==> config.mk <==
export PLATFORM = sky130hd
export DESIGN_NAME = apb_slave_regfile21
export DESIGN_NICKNAME = d
export VERILOG_FILES = /design/src/rtl/apb_slave_regfile21.sv
export SDC_FILE = /design/constraint.sdc
export NUM_CORES = 1
export LEC_CHECK = 0
export CORE_UTILIZATION = 48
export CTS_CLUSTER_DIAMETER = 80
export DETAILED_ROUTE_END_ITERATION = 8
export HOLD_SLACK_MARGIN = 0.12
export PLACE_DENSITY = 0.73
export SYNTH_ARGS = -nofsm -noshare
export SYNTH_HDL_FRONTEND = slang
export SYNTH_SLANG_ARGS = --single-unit
export TNS_END_PERCENT = 1
==> constraint.sdc <==
create_clock -name pclock21 -period 6.7 [get_ports pclock21]
set_clock_uncertainty 0.05 [all_clocks]
set_input_delay 1.34 -clock pclock21 [delete_from_list [all_inputs] [get_ports pclock21]]
set_output_delay 1.34 -clock pclock21 [all_outputs]
set_load 0.01 [all_outputs]
==> src/rtl/apb_slave_regfile21.sv <==
// apb_slave_regfile21: APB3 completer with a word-wide register bank, configurable
// wait states, decode-error response and a sticky protocol-violation flag.
module apb_slave_regfile21 #(
  parameter int PADDR_WIDTH21 = 32,
  parameter int PDATA_WIDTH21 = 32,
  parameter int NUM_REGS21    = 8,
  parameter int WAIT_STATES21 = 0,
  parameter int PSEL_INDEX21  = 0
) (
  input  logic                     pclock21,
  input  logic                     preset21,
  input  logic [PADDR_WIDTH21-1:0] paddr21,
  input  logic                     prwd21,
  input  logic [PDATA_WIDTH21-1:0] pwdata21,
  input  logic                     penable21,
  input  logic [15:0]              psel21,
  output logic [PDATA_WIDTH21-1:0] prdata21,
  output logic                     pready21,
  output logic                     pslverr21,
  output logic                     proto_err21
);

  localparam int IDX_W = $clog2(NUM_REGS21);

  typedef enum logic {IDLE, ACCESS} state_t;

  state_t                   state;
  state_t                   state_next;
  logic                     sel;
  logic                     dec_err;
  logic                     setup;
  logic                     violation;
  logic                     abort;
  logic                     done;
  logic [IDX_W-1:0]         idx_q;
  logic                     wr_q;
  logic                     err_q;
  logic [PDATA_WIDTH21-1:0] wdata_q;
  logic [3:0]               cnt_q;
  logic                     proto_q;
  logic [PDATA_WIDTH21-1:0] regs [NUM_REGS21];

  assign sel = psel21[PSEL_INDEX21];

  // Any set bit above the register range is an error, so high addresses never alias.
  assign dec_err = (paddr21[1:0] != 2'b00) || ((paddr21 >> (IDX_W + 2)) != '0);

  assign setup     = (state == IDLE) && sel && !penable21;
  assign violation = (state == IDLE) && sel && penable21;
  assign abort     = (state == ACCESS) && !(sel && penable21);
  assign done      = (state == ACCESS) && sel && penable21 && (cnt_q == 4'd0);

  always_ff @(posedge pclock21 or negedge preset21) begin
    if (!preset21) begin
      state <= IDLE;
    end else begin
      state <= state_next;
    end
  end

  always_comb begin
    state_next = state;
    case (state)
      IDLE:    if (sel && !penable21) state_next = ACCESS;
      ACCESS:  if (!(sel && penable21) || (cnt_q == 4'd0)) state_next = IDLE;
      default: state_next = IDLE;
    endcase
  end

  always_comb begin
    pready21    = 1'b0;
    pslverr21   = 1'b0;
    prdata21    = '0;
    proto_err21 = proto_q;
    if ((state == ACCESS) && (cnt_q == 4'd0)) begin
      pready21  = 1'b1;
      pslverr21 = err_q;
      if (!wr_q && !err_q) prdata21 = regs[idx_q];
    end
  end

  // Setup-phase capture, wait countdown, sticky violation flag and write commit.
  always_ff @(posedge pclock21 or negedge preset21) begin
    if (!preset21) begin
      idx_q   <= '0;
      wr_q    <= 1'b0;
      err_q   <= 1'b0;
      wdata_q <= '0;
      cnt_q   <= '0;
      proto_q <= 1'b0;
      for (int i = 0; i < NUM_REGS21; i++) regs[i] <= '0;
    end else begin
      if (setup) begin
        idx_q   <= paddr21[IDX_W+1:2];
        wr_q    <= prwd21;
        err_q   <= dec_err;
        wdata_q <= pwdata21;
        cnt_q   <= 4'(WAIT_STATES21);
      end else if ((state == ACCESS) && (cnt_q != 4'd0)) begin
        cnt_q <= cnt_q - 4'd1;
      end
      if (violation || abort) proto_q <= 1'b1;
      if (done && wr_q && !err_q) regs[idx_q] <= wdata_q;
    end
  end

endmodule

==> impl_metrics.env <==
export IMPL_outcome="finished, final reports clean"
export IMPL_cts_max_level=1
export IMPL_power_leakage_nw=7.129
export IMPL_wirelength_um=31430
export IMPL_initial_utilization_pct=49.00
export IMPL_slowest_delay_ns=1.04
export IMPL_grt_util_all_layers_pct=22.97
export IMPL_vias_per_cell=5.882
export IMPL_worst_endpoint_arrival_ns=3.80
export IMPL_place_gp_congestion=0.7204
export IMPL_ant_nets=0
export IMPL_holdWs_ns=0.4128
export IMPL_io_pins=119
export IMPL_rows=60
export IMPL_final_nets=1134
export IMPL_dp_hpwl_um=17180
export IMPL_grt_pass1_vias=8844
export IMPL_cap_violations=0
export IMPL_grt_busiest_layer="met2"
export IMPL_layout_drive_gt1_share_pct=31.53
export IMPL_path_max_fanout=19
export IMPL_dieArea_um2=28260
export IMPL_post_cts_buffers=0
export IMPL_port_buffers=103
export IMPL_cts_resized=0
export IMPL_relSlewSlack_pct=21.19
export IMPL_async_flop_share_pct=100.0
export IMPL_grt_max_degree=134
export IMPL_grt_overflow=0
export IMPL_rsz0062_at_grt="no"
export IMPL_grt_first_pass_wirelength_um=50550
export IMPL_finalCriticalPeriod_ns=5.189
export IMPL_final_area_um2=15480
export IMPL_timing_final_crit_share_pct=77.45
export IMPL_final_fill_count=2221
export IMPL_num_vias=8311
export IMPL_post_route_drc_count=0
export IMPL_startpoint_type="flop"
export IMPL_finish_utilization_pct=57.26
export IMPL_synth_edf_count=0
export IMPL_synth_seq_cells=299
export IMPL_setup_viol=0
export IMPL_vdd_ir_drop_max_mv=0.1893
export IMPL_synth_cells=959
export IMPL_yosysSeqAreaShare_pct=56.50
export IMPL_worst_setup_path_end_kind="output pin"
export IMPL_met1_usage_pct=31.93
export IMPL_placed_area_um2=14470
export IMPL_root_buffer="clkbuf_16"
export IMPL_maxSlewViolCount=0
export IMPL_yosys_warnings=0
export IMPL_grt_antenna_before_repair=0
export IMPL_synthFlopType="dfrtp_1"
export IMPL_worstMarginPinSlew_ns=1.182
export IMPL_grtUsageMet2_pct=38.61
export IMPL_final_hold_violation_count=0
export IMPL_critical_path_cell_chain="and3b_1 -> buf_4 -> a22oi_1 -> a41oi_1 -> clkdlybuf4s50_1"
export IMPL_met3_usage_pct=2.797
export IMPL_rrSetupSlack_ns=3.57
export IMPL_worstSkewPairLatency_ns=0.55
export IMPL_tritoncts="built"
export IMPL_diodes=0
export IMPL_synth_area_um2=13240
export IMPL_crit_type="reg -> out"
export IMPL_wl_per_cell_um=22.24
export IMPL_power_density_nw_per_um2=259.9
export IMPL_slowest_stage="and3b_1"
export IMPL_synth_nets=1044
export IMPL_first_pass_iters=5
export IMPL_numCtsBuffers=31
export IMPL_cts_buffer_depth=3
export IMPL_core_area_um2=27030
export IMPL_min_delay_path_class="reg -> reg"
export IMPL_tns_ns=0
export IMPL_holdBufCountCts=0
export IMPL_drt_iter0_markers=665
export IMPL_area_delta_synth_final_pct=16.87
export IMPL_cts_sinks=299
export IMPL_synth_cell_type_count=35
export IMPL_cp_required_ns=5.31
export IMPL_avgSynthCellArea_um2=13.81
export IMPL_fmax_ghz=0.1927
export IMPL_die_x_um=168.1
export IMPL_clk_pin_slew_ns=0.06
export IMPL_die_h_um=168.1
==> power breakdown <==
part           internal, mW  switching (mW)
registers              1.86           0.121
clock network          1.01           0.683
logic                 0.118           0.229
total                  2.99            1.03
==> sequential cells by signal (all words and copies together), names as in the netlist <==
register     flops
regs           256
state            1
idx_q            3
wdata_q         32
wr_q             1
err_q            1
proto_err21      1
cnt_q            4
==> synthesized netlist by cell type, types with 2 or more instances <==
master / n / share of area, %
dfrtp_1: 299 / 57
mux2_2: 202 / 17
a22oi_1: 128 / 7.3
nand2_1: 114 / 3.2
mux2_4: 50 / 5.7
clkbuf_1: 37 / 1.0
a41oi_1: 32 / 2.1
buf_6: 25 / 2.1
nor4_4: 8 / 1.3
buf_2: 7 / 0.26
inv_1: 6 / 0.17
nor4_1: 6 / 0.28
mux2_1: 4 / 0.34
nor3b_2: 4 / 0.38
and3b_1: 3 / 0.20
nand3b_1: 3 / 0.17
nor2_1: 3 / 0.085
o21ai_0: 3 / 0.11
or3_1: 3 / 0.14
or3b_1: 3 / 0.20
mux2i_1: 2 / 0.15
nand3_1: 2 / 0.076
nand4_1: 2 / 0.094
nor3_1: 2 / 0.076
==> worst max-delay path, delay by kind of cell (launching register included) <==
kind	cells	cell delay (ns)
simple gates	1	1.04
flops	1	0.73
compound gates	2	0.45
buf+inv	2	1.02
==> layout make-up <==
cell class	instances	area [µm²]	area share [%]
Clock buffer	49	923.4	5.967
Multi-Input combinational cell	585	5313	34.33
Inverter	6	22.52	0.1455
Sequential cell	299	7482	48.35
Clock inverter	7	87.58	0.5659
Timing Repair Buffer	126	1221	7.891
Tap cell	341	426.7	2.757
==> routing by layer <==
layer	part of all wire (%)	routed length, µm
met1	45	14120
met2	49	15370
met3	4.1	1276
met4	2.1	653
met5	0	0
==> logic make-up (layout without fill, tap and decap cells) <==
family / Yosys count / in the layout / share of synthesized area (%)
AND/OR/NAND/NOR: 158 / 158 / 6.661
buffers and inverters: 75 / 188 / 3.609
flip-flops: 299 / 299 / 56.50
multiplexers: 258 / 258 / 23.34
XOR/XNOR: 1 / 1 / 0.06615
adder cells (fa/ha/maj): 1 / 1 / 0.09447
AO/OA/AOI/OAI: 167 / 167 / 9.732
==> cells in the final DEF (no fill, tap or decap), drive strengths merged, types with 3 or more instances in the layout <==
cell	count
clkinv	4
a41oi	32
clkbuf	49
nor2	3
nand3b	3
or3	3
inv	6
and3b	3
clkdlybuf4s50	102
nor4	14
or3b	4
dfrtp	299
a22oi	128
o21ai	3
mux2	256
buf	24
nor3b	4
nand3	3
nand2	114
==> per-stage QoR <==
step | worst slack [ns] | std cells | total power [mW]
6_report | 1.511 | 1413 | 4.022
5_1_grt | 1.336 | 1413 | 4.178
4_1_cts | 1.500 | 1413 | 4.049
3_5_place_dp | 2.154 | 1357 | 2.356
3_3_place_gp | 2.119 | 1357 | 2.348
2_1_floorplan | 3.430 | 959 | 2.150
==> path summary, 6_finish.rpt <==
kind,startpoint,endpoint,depth (start not counted)
worst min register to register,proto_err21$_DFFE_PN0P_,proto_err21$_DFFE_PN0P_,1
worst max register to register,cnt_q[0]$_DFFE_PN0P_,regs[222]$_DFFE_PN0P_,6
worst min-delay path,proto_err21$_DFFE_PN0P_,proto_err21$_DFFE_PN0P_,1
max in group asynchronous,preset21,regs[46]$_DFFE_PN0P_,2
worst max-delay path,idx_q[1]$_DFFE_PN0P_,prdata21[16],5
min in group asynchronous,preset21,proto_err21$_DFFE_PN0P_,1
Note: power is estimated with default switching activity, not from simulation.
